$ cat config.mk
export PLATFORM = sky130hd
export DESIGN_NAME = divider_seq
export DESIGN_NICKNAME = d
export VERILOG_FILES = /design/src/rtl/divider_seq.sv
export SDC_FILE = /design/constraint.sdc
export NUM_CORES = 1
export LEC_CHECK = 0
export CORE_MARGIN = 5
export CORE_UTILIZATION = 50
export CTS_CLUSTER_DIAMETER = 50
export DETAILED_ROUTE_END_ITERATION = 10
export PLACE_DENSITY = 0.74
export REMOVE_ABC_BUFFERS = 1
export SLEW_MARGIN = 30
export SYNTH_ARGS = -nofsm -noshare
export SYNTH_HDL_FRONTEND = slang
export SYNTH_SLANG_ARGS = --single-unit
export TNS_END_PERCENT = 50
$ cat constraint.sdc
create_clock -name Clk -period 3.2 [get_ports Clk]
set_input_delay 0.32 -clock Clk [delete_from_list [all_inputs] [get_ports Clk]]
set_output_delay 0.32 -clock Clk [all_outputs]
set_load 0.05 [all_outputs]
$ cat src/rtl/divider_seq.sv
// Sequential restoring shift-subtract divider for unsigned N-bit operands.
// St/Idle/Done handshake; divide-by-zero completes in one step with DivZero set.
module divider_seq #(
    parameter int unsigned N = 8
) (
    input  logic         Clk,
    input  logic         Reset,
    input  logic         St,
    input  logic [N-1:0] Dividend,
    input  logic [N-1:0] Divisor,
    output logic         Idle,
    output logic         Done,
    output logic         DivZero,
    output logic [N-1:0] Quotient,
    output logic [N-1:0] Remainder
);

    localparam int unsigned CW = $clog2(N + 1);

    typedef enum logic [1:0] {
        IDLE  = 2'd0,
        SHIFT = 2'd1,
        SUB   = 2'd2,
        DONE  = 2'd3
    } state_t;

    state_t        state;
    state_t        state_next;

    logic [N:0]    a;
    logic [N-1:0]  q;
    logic [N-1:0]  b;
    logic [CW-1:0] cnt;

    logic          div_zero_c;
    logic          fits_c;
    logic          last_c;
    logic [N:0]    a_sub_c;

    assign div_zero_c = (Divisor == '0);
    assign fits_c     = (a >= {1'b0, b});
    assign a_sub_c    = a - {1'b0, b};
    assign last_c     = (cnt == CW'(N));

    // State register
    always_ff @(posedge Clk or posedge Reset) begin
        if (Reset) begin
            state <= IDLE;
        end else begin
            state <= state_next;
        end
    end

    // Next-state and handshake outputs
    always_comb begin
        state_next = state;
        Idle       = 1'b0;
        Done       = 1'b0;
        case (state)
            IDLE: begin
                Idle = 1'b1;
                if (St) begin
                    state_next = div_zero_c ? DONE : SHIFT;
                end
            end
            SHIFT: state_next = SUB;
            SUB:   state_next = last_c ? DONE : SHIFT;
            DONE: begin
                Done       = 1'b1;
                state_next = IDLE;
            end
            default: state_next = IDLE;
        endcase
    end

    // Datapath: one shift then one conditional subtract per quotient bit
    always_ff @(posedge Clk or posedge Reset) begin
        if (Reset) begin
            a         <= '0;
            q         <= '0;
            b         <= '0;
            cnt       <= '0;
            Quotient  <= '0;
            Remainder <= '0;
            DivZero   <= 1'b0;
        end else begin
            case (state)
                IDLE: begin
                    if (St) begin
                        if (div_zero_c) begin
                            Quotient  <= '1;
                            Remainder <= Dividend;
                            DivZero   <= 1'b1;
                        end else begin
                            a   <= '0;
                            q   <= Dividend;
                            b   <= Divisor;
                            cnt <= '0;
                        end
                    end
                end
                SHIFT: begin
                    {a, q} <= {a[N-1:0], q, 1'b0};
                    cnt    <= cnt + CW'(1);
                end
                SUB: begin
                    if (fits_c) begin
                        a    <= a_sub_c;
                        q[0] <= 1'b1;
                    end
                    // Final results are taken from the post-subtract values
                    if (last_c) begin
                        Quotient  <= {q[N-1:1], fits_c};
                        Remainder <= fits_c ? a_sub_c[N-1:0] : a[N-1:0];
                        DivZero   <= 1'b0;
                    end
                end
                default: ;
            endcase
        end
    end

endmodule
Word level (Yosys, flattened, before mapping):

Cells that the tools add are included.

* add/sub/neg operators: 2
* $lt $le $gt $ge: 1
* equality and inequality tests: 9
* muxes and demuxes: 31
* bitwise operators: 1
* reductions and logical operators: 9

Operators by type and width (count)
* $mux W8: 9
* $pmux W8 S2: 2
* $mux W9: 3
* $pmux W9 S3: 1
* $pmux W7 S2: 1
* $ne A2 B2 Y1 const B: 5
* $ge A9 B8 Y1: 1
* $sub A9 B8 Y9: 1
* $logic_not A8 Y1: 1
* $mux W4: 2
* $pmux W2 S4: 1
* $pmux W4 S2: 1
* $reduce_and A4 Y1: 2
* $mux W1: 6
* $mux W2: 3
* $reduce_and A3 Y1: 2
* $add A4 B1 Y4 const B: 1
* $eq A2 B2 Y1 const B: 2
* $eq A4 B4 Y1 const B: 1
* $reduce_bool A2 Y1: 2
* $pmux W1 S3: 1
* $reduce_bool A3 Y1: 1
* $eq A2 B1 Y1 const B: 1
* $logic_not A2 Y1: 1
* other kinds (2): 2

* bits in registers: 48

Logic depth before layout (Yosys ltp):

Gate-level depths: netlist (run 1).

* depth in word-level cells: 4
* gate-level depth with buffers: 10
* depth with buffers taken out: 10

Worst setup path after synthesis (run 1):

OpenSTA, ideal clock, no wires.

* path kind: register to register
* start: reg state[0]
* end: reg Remainder[7]
* setup time: 0.141 ns
* data arrival time: 2.284 ns
* setup slack: 0.775 ns
* stages on the path, launching flop included: 10
* path buffers: 2
* cell sequence: dfrtp_1 -> inv_1 -> ha_1 -> clkbuf_1 -> nor2_1 -> or3_1 -> clkbuf_2 -> or3_1 -> o21ai_1 -> a31oi_1

* cells in the longest elaborated chain, start to end: 3
* elaborated cells on any way between the ends: 8
* those cells by class: eq/ne: 4; mux: 1; reduce/logical: 3

RTL lines
* from (decl): RTL line 27 `state_t state;`
* from (signal assigned): RTL line 50 `state <= state_next;`
* $eq A2 B2 Y1 / $logic_not A2 Y1 (equally long branches): RTL line 87 `case (state)`
* $ne A2 B2 Y1 (no source line) / $reduce_bool A2 Y1 (equally long branches)
* $reduce_and A4 Y1 (no source line)
* to (signal assigned): RTL line 92 `Remainder <= Dividend;`
* to (signal assigned): RTL line 114 `Remainder <= fits_c ? a_sub_c[N-1:0] : a[N-1:0];`
* to (decl): RTL line 15 `output logic [N-1:0] Remainder`

Parallel ways exist; a longest one is shown, timed or not.
A chain may end at the register's enable or synchronous reset.

Worst setup path after layout (run 1):

* start: reg a[2]
* end: reg a[6]

* cells in the longest elaborated chain, start to end: 3
* elaborated cells on any way between the ends: 6
* those cells by class: add/sub: 1; order compare: 1; eq/ne: 1; mux: 2; reduce/logical: 1

RTL lines
* from (decl): RTL line 30 `logic [N:0] a;`
* from (signal assigned): RTL line 103 `{a, q} <= {a[N-1:0], q, 1'b0};`
* from (signal assigned): RTL line 108 `a <= a_sub_c;`
* $sub A9 B8 Y9 / $ge A9 B8 Y1 (equally long branches): RTL line 42, 41
* $mux W9 / $ne A2 B2 Y1 (equally long branches)
* $pmux W9 S3 / $reduce_and A4 Y1 (equally long branches)

Parallel ways exist; a longest one is shown, timed or not. The select of a mux whose other input is x is not followed.

==> results of run 1 <==
how the worst min path moves through the flow:
stage	startpoint	cells after the start	endpoint
2_1_floorplan	q[0]	2	q[0]
3_3_place_gp	q[0]	2	q[0]
3_5_place_dp	DivZero	2	DivZero
4_1_cts	Reset	2	cnt[3]
5_1_grt	Reset	2	q[6]
6_report	Reset	2	Quotient[6]
logic make-up (layout without fill, tap and decap cells):
logic type | count (synthesis) | in the layout | share of synthesized area, %
AOI/OAI and AO/OA | 82 | 82 | 19.94
and+or+nand+nor | 75 | 75 | 12.37
DFF | 48 | 48 | 44.00
buffers and inverters | 40 | 78 | 5.729
muxes | 22 | 22 | 8.433
adders and majority gates | 16 | 16 | 7.608
xor gates and xnor gates | 6 | 6 | 1.925
cell usage after synthesis, types with 4 or more instances:
library cell  instances
dfrtp_1              48
nand2_1              31
inv_1                27
nor2_1               21
o21ai_0              16
ha_1                 15
mux2i_1              14
a21oi_1              13
a31oi_1              13
a22oi_1               8
mux2_2                8
clkbuf_1              7
o31ai_1               7
o221ai_1              5
buf_2                 4
nand3_1               4
xor2_1                4
cell type report:
type | instances | area (um2)
clock buffers | 5 | 68.82
inverters | 27 | 103.9
multi-input cells | 201 | 1378
well taps | 72 | 90.09
repair buffers | 43 | 415.4
fillers | 475 | 2079
flip-flops and latches | 48 | 1201
clock inverters | 3 | 68.82
per-layer routing:
metal  part of all wire (%)  global-route usage, %
met2                     47                  29.65
met1                     46                  23.30
met4                    1.1                  5.263
met5                      0                      0
met3                    6.1                  2.962
layout by cell type, fill, tap and decap left out, types with 2 or more instances in the layout:
cell,instances
dfrtp_1,48
clkdlybuf4s50_1,37
nand2_1,31
inv_1,26
nor2_1,21
o21ai_0,16
ha_1,15
mux2i_1,14
a21oi_1,13
a31oi_1,13
mux2_2,8
a22oi_1,8
o31ai_1,7
buf_4,6
o221ai_1,5
clkbuf_8,5
nand3_1,4
xor2_1,4
or3_1,3
and3_1,3
and2_1,3
a211oi_1,3
o21ai_1,2
a21o_1,2
nand2b_1,2
xnor2_1,2
bufinv_16,2
worst max-delay path, stage by stage (launching register included):
cell	delay, ps
dfrtp_1	430
ha_1	380
nand2_1	90
o21ai_1	190
o221ai_1	300
a311o_1	400
buf_4	200
or2_2	300
o21ai_0	190
state kept, by name, indices dropped and copies added, names as in the netlist:
name / flops
DivZero: 1
Quotient: 8
Remainder: 8
a: 9
b: 8
cnt: 4
q: 8
state: 2
stage by stage:
| stage | cell area [um2] | power [W] | setup WS [ps] | instances |
|---|---|---|---|---|
| 3_3_place_gp | 3186 | 0.003454 | 660.7 | 391 |
| 2_1_floorplan | 2675 | 0.002796 | 224.9 | 276 |
| 5_1_grt | 3326 | 0.004335 | 483.4 | 399 |
| 3_5_place_dp | 3188 | 0.003496 | 628.1 | 391 |
| 6_report | 3326 | 0.004022 | 633.5 | 399 |
| 4_1_cts | 3326 | 0.004037 | 647.6 | 399 |
power breakdown:
group / switching, W / internal [W] / total [W]
Sequential: 0.000189 / 0.000874 / 0.00106
Clock: 0.000219 / 0.000315 / 0.000534
Combinational: 0.00151 / 0.000915 / 0.00242
Total: 0.00192 / 0.00210 / 0.00402
==> impl_metrics.csv, run 1 <==
group,metric,value,unit
finish,nNetsFinal,361,
route,drtIter0Drc,178,
clock_tree,cts.hold.buffers_added,0,
global_route,grt_max_degree,49,
global_route,grt_pass1_wl,10.19,mm
clock_tree,path_clk_slew,100,ps
clock_tree,h-tree-depth,2,
sta,tightest_slew,661.3,ps
finish,antenna_cells,0,
sta,hold_violations,0,
route,drc,0,
floorplanning,die-area,7038,um2
critical_path,cp_data_arrival_time,2780,ps
sta,slew-limit-headroom,55.91,%
clock_tree,cts_post_setup_buffers_inserted,0,
critical_path,reg2reg_to,"a[6]",
critical_path,cp_data_required_time,3420,ps
floorplanning,start_util,50.51,%
route,firstDrtPassIters,4,
synth,ys_seq_area_share,44.00,%
sta,fin_crit_sh,80.20,%
critical_path,critPathLaunchType,"flip-flop",
global_route,track_usage,17.65,%
sta,holdWs,427.3,ps
floorplanning,die_x,83.90,um
route,routed_wl,5.985,mm
critical_path,critPathKind,"reg -> reg",
floorplanning,io_pins,38,
sta,setup_viol,0,
route,vias,2218,
clock_tree,cts_root_buffer,"clkbuf_8",
global_route,grt_pass1_vias,2125,
floorplanning,die_h,83.90,um
clock_tree,cts.path.max_buffers,2,
critical_path,ff2ff_setup_slack,630,ps
synth,synth_area_leaders,"dfrtp_1 44%, ha_1 6.9%, mux2i_1 5.1%",
route,ant_nets,0,
synth,synth_ff_type,"dfrtp_1",
floorplanning,placementRows,27,
critical_path,crit_fanout,18,
place,place_hpwl,4.384,mm
power,power_density,1209,nW/um2
worst_hold_path,min_path_type,"in -> async",
critical_path,cp-endpoint,"a[6]",
clock_tree,cts_tree,"built",
place,gp_congestion,0.8198,
floorplanning,core_area,5405,um2
sta,period_needed,2567,ps
synth,synth_top_area_share,44.00,%
sta,fin_skew,9.640,ps
critical_path,r2r-start,"a[2]",
critical_path,worst-r2r-cell-count,8,
synth,synthCells,289,
synth,synth_top_area_cell,"dfrtp_1",
critical_path,worst_setup_path_end_kind,"flip-flop",
synth,syn_area_per_cell,9.447,um2
finish,syn2layout_area_growth,21.81,%
clock_tree,cts_resized,0,
critical_path,critPathLaunch,"a[2]",
status,status,"finished clean",
power,ir_worst_vdd,523.7,uV
flow_run,max-cap-violations,0,
synth,synth_cell_types,48,
clock_tree,worstSkewPairLatency,310,ps
sta,maxSlewViolCount,0,
synth,async_flop_share,100.0,%
place,port_buffers,37,
sta,rsz0062_at_grt,"false",
sta,fin_tns_setup,0,ps
sta,fmax,389.6,MHz
global_route,gr-total-overflow,0,
finish,drive_gt1_share,8.563,%
global_route,antenna_found_initial,0,
route,drt-wirelength-per-cell,15.00,um
finish,final_core_util,61.53,%
route,routed_via_density,5.559,
clock_tree,cts_made_buffers,5,
synth,synthesis.area,2730,um2
clock_tree,cts_sinks,48,
synth,yosys_warnings,0,
synth,ys_ff_latch,48,
power,leakage,1.488,nW
synth,synth_edf_count,0,
Power figures use the tool's default switching activity.
==> run 2: changes to the inputs <==
--- a/config.mk
+++ b/config.mk
@@ -6,10 +6,10 @@
 export NUM_CORES = 1
 export LEC_CHECK = 0
 export CORE_MARGIN = 5
-export CORE_UTILIZATION = 50
+export CORE_UTILIZATION = 49
 export CTS_CLUSTER_DIAMETER = 50
 export DETAILED_ROUTE_END_ITERATION = 10
-export PLACE_DENSITY = 0.74
+export PLACE_DENSITY = 0.76
 export REMOVE_ABC_BUFFERS = 1
 export SLEW_MARGIN = 30
 export SYNTH_ARGS = -nofsm -noshare
==> constraint.sdc (replaced) <==
create_clock -name Clk -period 2.29 [get_ports Clk]
set_input_delay 0.229 -clock Clk [delete_from_list [all_inputs] [get_ports Clk]]
set_output_delay 0.229 -clock Clk [all_outputs]
set_load 0.05 [all_outputs]
==> run 2 against run 1 <==
Compared with the run above:
- combinational power increased by 66%
- register-to-register slack got worse by 560 ps
- flip-flop and latch count stayed put
- worst hold slack worse by 220 ps
- critical path depth rose by 1
- worst setup slack lost 560 ps
- core utilization increased by 4.7 points
- die area grew 1.8%
- wire length grew 7.8%
- via count rose by 7.3%
- cell count up 8.0%
- largest power group unchanged
- highest routed layer unchanged
==> impl_metrics.csv, run 2 (synthesized netlist as in run 1, its figures left out) <==
group,metric,value,unit
status,status,"finished clean",
power,leakage,1.645,nW
sta,setup_viol,0,
floorplanning,die_x,84.65,um
critical_path,critPathKind,"reg -> reg",
floorplanning,start_util,49.89,%
flow_run,max-cap-violations,0,
critical_path,cpPeakStageDelay,470,ps
clock_tree,h-tree-depth,2,
power,power_density,1723,nW/um2
clock_tree,cts_tree,"built",
finish,final_cells,431,
route,ant_nets,0,
critical_path,critPathLaunch,"a[2]",
critical_path,crit_fanout,5,
critical_path,reg2reg_to,"Remainder[0]",
sta,fmax,450.3,MHz
finish,antenna_cells,0,
place,port_buffers,37,
critical_path,r2r-start,"a[2]",
clock_tree,cts.path.max_buffers,2,
finish,regMostFlops,"a",
floorplanning,placementRows,27,
floorplanning,die-area,7165,um2
clock_tree,cts_root_buffer,"clkbuf_8",
clock_tree,path_clk_slew,100,ps
power,ir_worst_vdd,808.7,uV
floorplanning,io_pins,38,
route,firstDrtPassIters,5,
route,drtIter0Drc,250,
clock_tree,worstSkewPairLatency,310,ps
clock_tree,cts_sinks,48,
finish,final_cell_mix,"47 x dfrtp_1, 38 x buf_4, 36 x clkdlybuf4s50_1",
finish,final_common_cell,"dfrtp_1",
finish,nNetsFinal,393,
clock_tree,cts_made_buffers,5,
global_route,antenna_found_initial,0,
power,p_seq_share,23.8,%
global_route,grt_pass1_wl,11.03,mm
route,vias,2380,
sta,hold_violations,0,
finish,final_core_util,66.23,%
global_route,gr-total-overflow,0,
critical_path,ff2ff_setup_slack,70,ps
sta,fin_crit_sh,96.97,%
power,clock_power_share,11.9,%
sta,rsz0062_at_grt,"true",
global_route,grt_max_degree,21,
finish,largest_register_ffs,9,
worst_hold_path,min_path_type,"in -> async",
sta,maxSlewViolCount,0,
route,drc,0,
power,power,0.006246,W
sta,slew-limit-headroom,55.79,%
sta,tightest_slew,663.0,ps
global_route,grt_pass1_vias,2388,
place,gp_congestion,0.8777,
critical_path,crit_path_cell_trace,"ha_4 -> nand2_1 -> o21ai_1 -> o221ai_1 -> buf_4 -> and2_1 -> buf_4 -> a21oi_1 -> o221ai_1",
floorplanning,die_h,84.65,um
critical_path,cp_data_required_time,2460,ps
place,place_hpwl,4.871,mm
critical_path,critPathLaunchType,"flip-flop",
finish,syn2layout_area_growth,32.77,%
power,p_int,0.003379,W
floorplanning,core_area,5473,um2
sta,fin_skew,14.99,ps
critical_path,cp_data_arrival_time,2390,ps
critical_path,crit_slowest_cell,"dfrtp_1",
power,p_comb_share,64.3,%
global_route,track_usage,18.96,%
place,place_inst,422,
finish,drive_gt1_share,19.78,%
route,drt-wirelength-per-cell,14.97,um
critical_path,worst-r2r-cell-count,9,
critical_path,cp-endpoint,"Remainder[0]",
power,swShare,45.90,%
critical_path,worst_setup_path_end_kind,"flip-flop",
route,routed_via_density,5.522,
route,routed_wl,6.451,mm
power,p_switching,0.002867,W
clock_tree,cts.hold.buffers_added,0,
sta,period_needed,2221,ps
run 2: repair_timing:
action / in CTS / in global routing
setup endpoints to repair: 1 / 6
resized for setup: 2 / 13
pin swaps: 0 / 5
setup buffers: 0 / 1
run 2: metrics by stage:
step / hold WS [ps] / setup TNS [ps] / worst slack (ps) / instance area [um2]
floorplan: 379.6 / -8480 / -685.1 / 2675
global placement: 461.4 / -1054 / -111.5 / 3428
detailed placement: 472.1 / -2102 / -125.9 / 3428
CTS: 216.5 / 0 / 13.68 / 3591
global route: 225.5 / -114.0 / -35.15 / 3625
finish: 206.4 / 0 / 69.33 / 3625
run 2: critical path, delay by kind of cell, from the launching register on:
kind | cells | cell delay, ps
flops | 1 | 470
buf+inv | 2 | 330
fa+ha+maj | 1 | 330
simple gates | 2 | 230
compound gates | 4 | 730
run 2: layer usage:
| layer | part of all wire [%] | wire length (um) | GRT usage [%] |
|---|---|---|---|
| met1 | 44 | 2858 | 24.21 |
| met2 | 49 | 3140 | 32.17 |
| met3 | 5.0 | 322 | 3.827 |
| met4 | 2.0 | 129 | 6.043 |
| met5 | 0 | 0 | 0 |
run 2: power groups by stage:
stage	Clock (W)	Combinational (W)	Sequential [W]
after floorplan	0	0.00203	0.00188
after global placement	0	0.00375	0.00148
after detailed placement	0	0.00384	0.00150
after CTS	0.000754	0.00391	0.00149
after global routing	0.000792	0.00440	0.00154
final	0.000741	0.00402	0.00149
run 2: final cells by class:
cell class / instances / area, um2
flip-flops and latches: 48 / 1202
well taps: 72 / 90.09
repair buffers: 75 / 665.6
clock inverters: 3 / 68.82
clock buffers: 5 / 68.82
inverters: 27 / 101.3
fillers: 460 / 1848
multi-input cells: 201 / 1428
run 2: how the worst min path moves through the flow:
stage / start / to / cells after the start
after floorplan: Divisor[0] / b[0] / 1
after global placement: q[0] / q[0] / 2
after detailed placement: q[0] / q[0] / 2
after CTS: Reset / a[5] / 2
after global routing: Reset / q[6] / 2
final: Reset / q[6] / 2
==> run 3: changes to the inputs <==
==> constraint.sdc (replaced) <==
create_clock -name Clk -period 1.95 [get_ports Clk]
set_input_delay 0.195 -clock Clk [delete_from_list [all_inputs] [get_ports Clk]]
set_output_delay 0.195 -clock Clk [all_outputs]
set_load 0.05 [all_outputs]
==> run 3 against run 2 <==
Compared with the run above:
- the flow now finishes with violations (negative setup slack)
- clock-buffer cell count unchanged
- highest routed layer unchanged
- flip-flop and latch count unchanged
- critical path depth decreased by 2
- global-route usage rose by 4.4 points
- largest cell class unchanged
- worst setup slack worse by 340 ps
- first-iteration DRC count grew 46%
- non-clock buffer count increased by 31
- clock skew fell by 2.8 ps
==> impl_metrics.csv, run 3 (synthesized netlist as in run 1, its figures left out) <==
group,metric,value,unit
clock_tree,cts.hold.buffers_added,0,
sta,fin_tns_setup,-3707,ps
floorplanning,die_x,84.65,um
critical_path,worst_setup_path_end_kind,"flip-flop",
sta,rsz0062_at_grt,"true",
place,gp_congestion,0.8327,
route,drtIter0Drc,366,
sta,period_needed,2221,ps
finish,regMostFlops,"a",
clock_tree,path_clk_slew,100,ps
route,routed_wl,8.868,mm
sta,maxSlewViolCount,0,
floorplanning,die_h,84.65,um
clock_tree,h-tree-depth,2,
global_route,gr-total-overflow,0,
global_route,grt_max_degree,32,
critical_path,crit_fanout,4,
clock_tree,cts_tree,"built",
global_route,grt_pass1_vias,2762,
finish,final_cells,462,
global_route,track_usage,23.40,%
critical_path,ff2ff_setup_slack,-270,ps
finish,fillers,340,
finish,syn2layout_area_growth,54.58,%
global_route,antenna_found_initial,0,
route,firstDrtPassIters,8,
finish,nNetsFinal,424,
critical_path,critPathLaunchType,"flip-flop",
sta,slew-limit-headroom,57.27,%
place,place_hpwl,5.091,mm
route,drt-wirelength-per-cell,19.19,um
route,drc,0,
critical_path,critPathKind,"reg -> reg",
critical_path,worst-r2r-cell-count,7,
sta,fmax,450.3,MHz
critical_path,r2r-start,"a[2]",
status,status,"finished with violations",
sta,fin_skew,12.22,ps
status,violations,"negative setup slack",
clock_tree,cts.path.max_buffers,2,
finish,final_common_cell,"buf_4",
flow_run,max-cap-violations,0,
clock_tree,cts_made_buffers,5,
floorplanning,placementRows,27,
sta,hold_violations,0,
sta,setup_viol,18,
route,routed_via_density,6.071,
floorplanning,core_area,5473,um2
floorplanning,start_util,49.89,%
critical_path,reg2reg_to,"a[8]",
finish,final_cell_mix,"64 x buf_4, 47 x dfrtp_1, 27 x clkdlybuf4s50_1",
sta,worst_slack,-270.8,ps
critical_path,cp_data_required_time,2180,ps
clock_tree,cts_root_buffer,"clkbuf_8",
critical_path,cp_data_arrival_time,2460,ps
finish,largest_register_ffs,9,
place,place_inst,446,
global_route,grt_pass1_wl,13.30,mm
route,vias,2805,
finish,antenna_cells,0,
place,port_buffers,37,
clock_tree,worstSkewPairLatency,320,ps
worst_hold_path,min_path_type,"in -> async",
sta,fin_crit_sh,113.9,%
floorplanning,io_pins,38,
finish,drive_gt1_share,36.92,%
route,ant_nets,0,
sta,tightest_slew,640.2,ps
floorplanning,die-area,7165,um2
clock_tree,cts_sinks,48,
==> run 3: cell count changes in the layout (fill, tap and decap cells not counted), sizes merged <==
| cell | delta |
|---|---|
| buf | +31 |
| clkbuf | +1 |
| clkdlybuf4s15 | +2 |
| clkdlybuf4s50 | -9 |
| dlygate4sd2 | +6 |
==> run 3: metal layers <==
metal	GRT usage [%]	vias to the layer above	part of all wire (%)
met3	4.809	46	6.5
met4	13.53	0	5.1
met2	39.50	143	49
met5	0	-	0
li1	-	1223	-
met1	27.43	1393	40
==> run 3: timing repair <==
item	CTS	global route
pin swaps	24	18
resized for setup	72	22
setup endpoints to repair	28	24
cloned	1	0
buffers inserted	6	1
==> run 3: cell type report <==
cell class / instances / area, um2 / area share [%]
repair buffers: 106 / 942.2 / 22.32
well taps: 72 / 90.09 / 2.135
clock buffers: 5 / 68.82 / 1.631
flip-flops and latches: 48 / 1202 / 28.49
clock inverters: 3 / 68.82 / 1.631
inverters: 27 / 101.3 / 2.401
multi-input cells: 201 / 1747 / 41.39
==> run 3: metrics by stage <==
stage | utilization (%) | worst slack [ps] | hold slack, ps | area (um2)
after floorplan | - | -1025 | 345.6 | 2675
after global placement | 66.35 | -421.0 | 461.6 | 3631
after detailed placement | 66.35 | -467.3 | 474.0 | 3631
after CTS | 75.19 | -106.5 | 209.0 | 4115
after global routing | 77.11 | -322.7 | 222.9 | 4220
final | 77.11 | -270.8 | 190.4 | 4220
==> run 3: critical path, cell delays in order (launching register included) <==
cell and delay, ps:
dfrtp_2 450, ha_4 320, nand2_4 80, o21ai_4 200, o221ai_4 170, a311o_2 490
or2_4 290, o21ai_2 130
==> run 3: worst max-delay path by stage <==
| stage | from | slack [ps] | depth (start not counted) | to |
|---|---|---|---|---|
| after floorplan | state[0] | -1030 | 6 | Remainder[2] |
| after global placement | Divisor[0] | -420 | 7 | Remainder[7] |
| after detailed placement | Divisor[4] | -470 | 7 | Remainder[7] |
| after CTS | a[6] | -110 | 7 | a[4] |
| after global routing | a[1] | -320 | 9 | a[6] |
| final | a[2] | -270 | 7 | a[8] |
Power of run 3 is not shown: default switching activity piles up to over one toggle a cycle in this logic, so the estimate is an artifact.
